File: src/rtl/cp0_intc.sv
// CP0 interrupt controller: per-line level/edge pending, mask + global enable,
// fixed priority (line 0 highest), vectored request and nested EPC/level stack.

module cp0_intc_line (
  input  logic clk,
  input  logic rst,
  input  logic irq_in,
  input  logic edge_mode,
  input  logic clr,
  output logic pend
);
  logic s, p;

  // A fresh edge beats a same-cycle clear.
  always_ff @(posedge clk) begin
    if (rst) begin
      s    <= 1'b0;
      p    <= 1'b0;
      pend <= 1'b0;
    end else begin
      s <= irq_in;
      p <= s;
      if (!edge_mode)  pend <= s;
      else if (s & ~p) pend <= 1'b1;
      else if (clr)    pend <= 1'b0;
    end
  end
endmodule

module cp0_intc #(
  parameter int          NUM_IRQ    = 8,
  parameter int          NEST_DEPTH = 4,
  parameter logic [31:0] VEC_BASE   = 32'h0000_4180,
  parameter logic [31:0] VEC_STRIDE = 32'h20
) (
  input  logic               clk,
  input  logic               rst,
  input  logic [NUM_IRQ-1:0] irq_in,
  input  logic               irq_ack,
  input  logic [31:0]        epc_in,
  input  logic               eret,
  input  logic               cp_we,
  input  logic [4:0]         cp_wa,
  input  logic [31:0]        cp_wd,
  input  logic [4:0]         cp_ra,
  output logic [31:0]        cp_rd,
  output logic               irq_req,
  output logic [3:0]         irq_id,
  output logic [31:0]        irq_vec,
  output logic [31:0]        epc_out,
  output logic [3:0]         depth_out,
  output logic [31:0]        status_out,
  output logic [31:0]        cause_out
);
  localparam int          SW        = (NEST_DEPTH > 1) ? $clog2(NEST_DEPTH) : 1;
  localparam logic [4:0]  LVL_IDLE  = 5'(NUM_IRQ);
  localparam logic [3:0]  DEPTH_MAX = 4'(NEST_DEPTH);

  typedef enum logic {IDLE = 1'b0, REQ = 1'b1} state_t;

  state_t             state, state_d;
  logic [NUM_IRQ-1:0] im, mode, pend, clr;
  logic               ie;
  logic [4:0]         level;
  logic [3:0]         depth;
  logic [31:0]        stk_epc [NEST_DEPTH];
  logic [4:0]         stk_lvl [NEST_DEPTH];
  logic               stk_ie  [NEST_DEPTH];
  logic [SW-1:0]      push_idx, top_idx;

  logic wr_status, wr_epc, wr_mode, wr_clear;
  assign wr_status = cp_we && (cp_wa == 5'd12);
  assign wr_epc    = cp_we && (cp_wa == 5'd14);
  assign wr_mode   = cp_we && (cp_wa == 5'd22);
  assign wr_clear  = cp_we && (cp_wa == 5'd23);

  for (genvar g = 0; g < NUM_IRQ; g++) begin : g_line
    cp0_intc_line u_line (
      .clk       (clk),
      .rst       (rst),
      .irq_in    (irq_in[g]),
      .edge_mode (mode[g]),
      .clr       (clr[g]),
      .pend      (pend[g])
    );
  end

  // Priority pick over pending & mask; widened so a 4-bit id can index it.
  logic [15:0] pend_x, im_x;
  logic [3:0]  cand;
  logic        cand_vld;
  assign pend_x = 16'(pend);
  assign im_x   = 16'(im);

  always_comb begin
    cand     = 4'd0;
    cand_vld = 1'b0;
    for (int i = NUM_IRQ - 1; i >= 0; i--) begin
      if (pend[i] && im[i]) begin
        cand     = i[3:0];
        cand_vld = 1'b1;
      end
    end
  end

  logic room, elig_new, elig_hold, ack_take, pop;
  assign room      = depth < DEPTH_MAX;
  assign elig_new  = ie && cand_vld && ({1'b0, cand} < level) && room;
  assign elig_hold = ie && pend_x[irq_id] && im_x[irq_id] && ({1'b0, irq_id} < level) && room;
  assign ack_take  = irq_ack && (state == REQ);
  assign pop       = eret && (depth != 4'd0) && !ack_take;

  always_comb begin
    for (int i = 0; i < NUM_IRQ; i++)
      clr[i] = (ack_take && (irq_id == 4'(i))) || (wr_clear && cp_wd[i]);
  end

  always_comb begin
    state_d = state;
    case (state)
      IDLE: if (elig_new) state_d = REQ;
      REQ:  if (ack_take || !elig_hold) state_d = IDLE;
      default: state_d = IDLE;
    endcase
  end

  assign push_idx = SW'(depth);
  assign top_idx  = SW'(depth - 4'd1);

  // Status write lands first so a same-cycle ack/eret can override IE.
  always_ff @(posedge clk) begin
    if (rst) begin
      state  <= IDLE;
      irq_id <= 4'd0;
      ie     <= 1'b0;
      im     <= '0;
      mode   <= '0;
      level  <= LVL_IDLE;
      depth  <= 4'd0;
      for (int i = 0; i < NEST_DEPTH; i++) begin
        stk_epc[i] <= 32'd0;
        stk_lvl[i] <= 5'd0;
        stk_ie[i]  <= 1'b0;
      end
    end else begin
      state <= state_d;
      if (state == IDLE && elig_new) irq_id <= cand;
      if (wr_status) begin
        im <= cp_wd[8 +: NUM_IRQ];
        ie <= cp_wd[0];
      end
      if (wr_mode) mode <= cp_wd[NUM_IRQ-1:0];
      if (ack_take) begin
        stk_epc[push_idx] <= epc_in;
        stk_lvl[push_idx] <= level;
        stk_ie[push_idx]  <= ie;
        level             <= {1'b0, irq_id};
        ie                <= 1'b0;
        depth             <= depth + 4'd1;
      end else if (pop) begin
        level <= stk_lvl[top_idx];
        ie    <= stk_ie[top_idx];
        depth <= depth - 4'd1;
      end else if (wr_epc && depth != 4'd0) begin
        stk_epc[top_idx] <= cp_wd;
      end
    end
  end

  assign irq_req   = (state == REQ);
  assign irq_vec   = VEC_BASE + 32'(irq_id) * VEC_STRIDE;
  assign depth_out = depth;
  assign epc_out   = (depth != 4'd0) ? stk_epc[top_idx] : 32'd0;

  always_comb begin
    status_out               = 32'd0;
    status_out[0]            = ie;
    status_out[8 +: NUM_IRQ] = im;
    cause_out                = 32'd0;
    cause_out[8 +: NUM_IRQ]  = pend;
    cause_out[5:2]           = (level == LVL_IDLE) ? 4'hF : level[3:0];
  end

  always_comb begin
    case (cp_ra)
      5'd12:   cp_rd = status_out;
      5'd13:   cp_rd = cause_out;
      5'd14:   cp_rd = epc_out;
      5'd22:   cp_rd = 32'(mode);
      default: cp_rd = 32'd0;
    endcase
  end
endmodule

File: config.mk
export PLATFORM = sky130hd
export DESIGN_NAME = cp0_intc
export DESIGN_NICKNAME = d
export VERILOG_FILES = /design/src/rtl/cp0_intc.sv
export SDC_FILE = /design/constraint.sdc
export NUM_CORES = 1
export LEC_CHECK = 0
export CAP_MARGIN = 20
export CORE_MARGIN = 2
export CORE_UTILIZATION = 50
export DETAILED_ROUTE_END_ITERATION = 16
export PLACE_DENSITY = 0.9
export SLEW_MARGIN = 20
export SYNTH_ARGS = -nofsm -noshare
export SYNTH_HDL_FRONTEND = slang
export SYNTH_SLANG_ARGS = --single-unit
File: constraint.sdc
create_clock -name clk -period 5.48 [get_ports clk]
set_clock_uncertainty 0.05 [all_clocks]
set_input_delay 1.096 -clock clk [delete_from_list [all_inputs] [get_ports clk]]
set_output_delay 1.096 -clock clk [all_outputs]
set_load 0.02 [all_outputs]
# Yosys cells after proc, flatten, opt, wreduce, memory -nomap -nowiden
# Memory sizes are Yosys's and may differ from the RTL's.
# Index checks and enable logic that the tools add are counted.
# word_totals
in_bits	87
memories	3
ramBits	152
ff_bits	55
# classes
addsub	3
n_reduce_logical	60
bitwise	17
n_eq_ne	24
order_cmp	4
n_mux	78
# memory_table
memory	words	width	read_ports	rd_clocked_by_memory_dff	write_ports	line_no	rtl
stk_epc	4	32	1	0	4	66	logic [31:0] stk_epc [NEST_DEPTH];
stk_lvl	4	5	1	0	4	67	logic [4:0] stk_lvl [NEST_DEPTH];
stk_ie	4	1	1	0	4	68	logic stk_ie [NEST_DEPTH];
# ops
cell	n
$pmux 32 s4	1
$mux 32	3
$reduce_or 32->1	2
$mux 1	53
$mux 4	11
$logic_and 1x1->1	40
$eq 5x4->1 const B	6
$ne 3x1->1 const B	8
$add 15x9->16 const A	1
$eq 4x3->1 const B	4
$eq 5x5->1 const B	3
$lt 4x5->1	2
$logic_or 1x1->1	9
$not 1->1	9
$and 1x1->1	8
$bmux 1 s4	2
$eq 4x2->1 const B	2
$mux 2	4
$mux 3	2
$lt 4x5->1 const B	1
$mux 5	1
$reduce_or 5->1	1
$add 4x1->4 const B	1
$eq 4x1->1 const B	1
9 further kinds	11

# Depth between registers and ports, before layout
# logic_depth
depth_word	14
depth_mapped	10
mapped_depth_nobuf	9

# Modules after synthesis
# A second synthesis with hierarchy kept.
# unflattened
hier_cells	883
hier_area_um2	10685.2
# modules_own_cells
module	area_per_inst_um2	n_inst	cells_each
cp0_intc	9894.5	1	819
cp0_intc_line	98.8	8	8

# Worst setup path after synthesis
# No wires, ideal clock.
# synth_path
path_kind	in2reg
start	input port cp_wa[2]
end	memory stk_epc[3][0] (enable)
path_slack_ns	0.991
stages	6
arrival_time_ns	4.003
setup_ns	0.436
t_required_ns	4.994
path_cell_list	nand2_2 or4b_4 nor3_4 buf_6 o21ai_0 a22oi_1
# synth_rtl
item	line_no	rtl
start, declared	43	input logic [4:0] cp_wa,
end, declared	66	

# Worst setup path after layout
# layout_path
start	register depth[1] (netlist: depth_out[1])
end	output port cp_rd[8]
# layout_via
elab_chain_len	4
elab_cells_between_ends	5
cone_classes	add/sub (1); mux (2); reduce/logical (1); memory (1)
# layout_rtl
item	line_no	rtl
start, declared	65	logic [3:0] depth;
start signal, assigned	159	depth <= depth + 4'd1;
start signal, assigned	163	depth <= depth - 4'd1;
$sub 4x1->4	n/a	
$mem_v2 4x32	n/a	
$mux 32 *	173	assign epc_out = (depth != 4'd0) ? stk_epc[top_idx] : 32'd0;
$pmux 32 s4 *	185	case (cp_ra)
end, declared	46	output logic [31:0] cp_rd,
# Every way passes the cells marked *; elsewhere a longest branch is shown, timed or not.

==> impl_metrics.yaml <==
worst_setup_path:
  endpoint: "cp_rd[8]"
  worstPathMaxFanout: 35
  startpoint_type: "register"
  reg2reg_depth: 6
  required_ns: 4.33
  r2r_start: "depth_out[1]"
  arrival_ns: 3.83
  r2r_slack_ns: 2.20
  crit_start: "depth_out[1]"
  crit_type: "register to output port"
  reg2reg_to: "stk_epc[2][4]"
  cp-end-kind: "output port"
routing:
  drt_pass1_iterations: 5
  via_per_inst: 5.65
  wl_per_cell_um: 20.7
  ant_nets: 0
  vias: 7542
  drc: 0
  dr.first_iter.drc_count: 618
  wirelength_mm: 27.7
worst_hold_path:
  whs_path_depth: 1
  hold_path_class: "register to register"
placement:
  place_ws_ns: 0.884
  dp_hpwl_mm: 18.4
  dpl.cell_count: 1294
  io_buffers: 184
  routabilityCongestion: 0.904
layout:
  area_delta_synth_final_pct: 22.9
  final_common_cell: "clkdlybuf4s50_1"
  fin_cells: 1335
  drive_gt1_share_pct: 11.8
  n_antenna_cell: 0
  final_cell_mix: "clkdlybuf4s50_1, edfxtp_1, nor2_1"
  final_core_util_pct: 63.2
  nets: 1142
  nFillCells: 1521
die:
  die_area_mm2: 0.0221
  core_mm2: 0.0204
  initial_core_util_pct: 51.4
  io_pins: 256
  rows: 52
  die_h_um: 149
  die_w_um: 149
clocking:
  h-tree-depth: 1
  cts-buffers-inserted: 22
  tritoncts: "done"
  post_cts_buffers: 0
  insertion_delay_ns: 0.51
  clk_pin_slew_ns: 0.06
  postCtsResizedCells: 0
  root_buffer: "clkbuf_16"
  hold_buffers: 0
  clock_path_buffers: 3
  clock_sinks: 206
global_route:
  overflow: 0
  grt.total_usage_pct: 24.5
  grt_start_max_net_pins: 62
  grt.busiest_layer: "met2"
  antenna_found_initial: 0
  met3_usage_pct: 4.82
  grt_pass1_wl_mm: 41.5
  grt_pass1_vias: 7461
  met2_usage_pct: 42.2
  met1_usage_pct: 31.1
power_and_ir_drop:
  power.switching_mw: 1.83
  p_total_mw: 5.35
  combPwrFrac_pct: 36.9
  clkPwrFrac_pct: 27.5
  ir_drop_mv: 0.365
  power_density_mw_per_mm2: 416
  p_leak_nw: 4.91
  power_frac_seq_pct: 35.6
  switching_share_pct: 34.1
  p_int_mw: 3.52
timing:
  layout_setup_ws_ns: 0.509
  finalSetupViolations: 0
  fin_crit_ns: 4.97
  tns_ns: 0
  final_hold_viol_count: 0
  max_freq_ghz: 0.201
  period_share_pct: 90.7
  drv_slew: 0
  worst_pin_slew_ns: 0.922
  max_slew_margin_pct: 38.5
  grt_setup_unrepaired: "false"
synthesis:
  synth_top_area_share_pct: 43.6
  netlist_area_mm2: 0.0105
  ys.flop_type: "edfxtp_1"
  avgSynthCellArea_um2: 11.8
  synth_cell_type_count: 59
  ys_seq_area_share_pct: 53.9
  post_synth_main_area_contributors: "edfxtp_1, dfxtp_1, mux4_2"
  synthCells: 884
  async_flop_share_pct: 0
  synth_edf_count: 152
  synth_seq_cells: 206
  ys_warn_count: 0
  yosys.area.top_type: "edfxtp_1"
outcome:
  outcome: "complete, no violations"
job:
  cap_violations: 0
==> cells in the mapped netlist, drive strengths merged (8+ instances only) <==
| master | number |
|---|---|
| a2111oi | 8 |
| a21o | 13 |
| a21oi | 8 |
| a221o | 9 |
| a22o | 9 |
| a22oi | 38 |
| and2 | 61 |
| buf | 103 |
| clkbuf | 32 |
| dfxtp | 54 |
| edfxtp | 152 |
| inv | 40 |
| mux2i | 20 |
| mux4 | 38 |
| nand2 | 44 |
| nand3 | 11 |
| nor2 | 129 |
| nor2b | 33 |
| nor3 | 11 |
| o21ai | 9 |
==> area by class of cell <==
cell class                      instances  area, um^2  share of cell area [%]
Clock buffer                           32         648                    5.04
Clock inverter                          8        78.8                   0.613
Inverter                               40         150                    1.17
Multi-Input combinational cell        572        3990                    31.0
Sequential cell                       206        5650                    43.9
Tap cell                              270         338                    2.63
Timing Repair Buffer                  207        2010                    15.6
==> registers in the layout (all words and copies together), names as in the netlist <==
signal / count
im: 8
stk_ie: 4
stk_epc: 128
irq_id: 3
g_line.u_line.p: 8
mode: 8
depth_out: 4
irq_req: 1
ie: 1
level: 5
stk_lvl: 20
g_line.u_line.pend: 8
g_line.u_line.s: 8
==> through the flow <==
| stage | cell area, um^2 | hold slack, ns |
|---|---|---|
| final | 12900 | 0.422 |
| after global routing | 12900 | 0.433 |
| after CTS | 12900 | 0.420 |
| after detailed placement | 12100 | 0.403 |
| after global placement | 12100 | 0.404 |
| after floorplan | 10700 | 0.398 |
==> critical path: stages, from the launching register on <==
cell and delay, ns:
dfxtp_1 0.57, inv_1 0.17, ha_2 0.99, mux4_2 0.45, and2_1 0.25, a221o_1 0.32, clkdlybuf4s50_1 0.55
==> power by group through the flow <==
stage	clock network [mW]	registers, mW	logic [mW]
6_report	1.47	1.90	1.97
5_1_grt	1.54	1.91	2.08
4_1_cts	1.49	1.90	1.98
3_5_place_dp	0	1.93	1.96
3_3_place_gp	0	1.92	1.95
2_1_floorplan	0	1.90	1.26
==> logic make-up (layout without fill, tap and decap cells) <==
group                    after synthesis  in the layout  share of synthesized area, %
AO/OA/AOI/OAI                        115            115                          9.13
XOR/XNOR                               3              3                         0.251
AND/OR/NAND/NOR                      317            317                          15.0
buffers and inverters                175            287                          10.6
other                                  2             71                        0.0718
flip-flops                           206            206                          53.9
adder cells (fa/ha/maj)                6              6                         0.717
multiplexers                          60             60                          10.3
==> worst min path at each step <==
stage / from / end / slack [ns]
6_report: g_line[1].u_line.s / g_line[1].u_line.p / 0.42
5_1_grt: g_line[6].u_line.s / g_line[6].u_line.p / 0.43
4_1_cts: g_line[1].u_line.s / g_line[1].u_line.p / 0.42
3_5_place_dp: g_line[6].u_line.s / g_line[6].u_line.p / 0.40
3_3_place_gp: g_line[4].u_line.p / g_line[4].u_line.pend / 0.40
2_1_floorplan: g_line[7].u_line.s / g_line[7].u_line.p / 0.40
==> metal layers <==
layer  part of all wire (%)  wire length (um)  up-vias
met5                      0                 0        -
met4                    3.8              1040        0
met3                    9.7              2690       80
met2                     49             13600      491
met1                     37             10400     3612
li1                       -                 -     3359
Power figures use the tool's default switching activity.
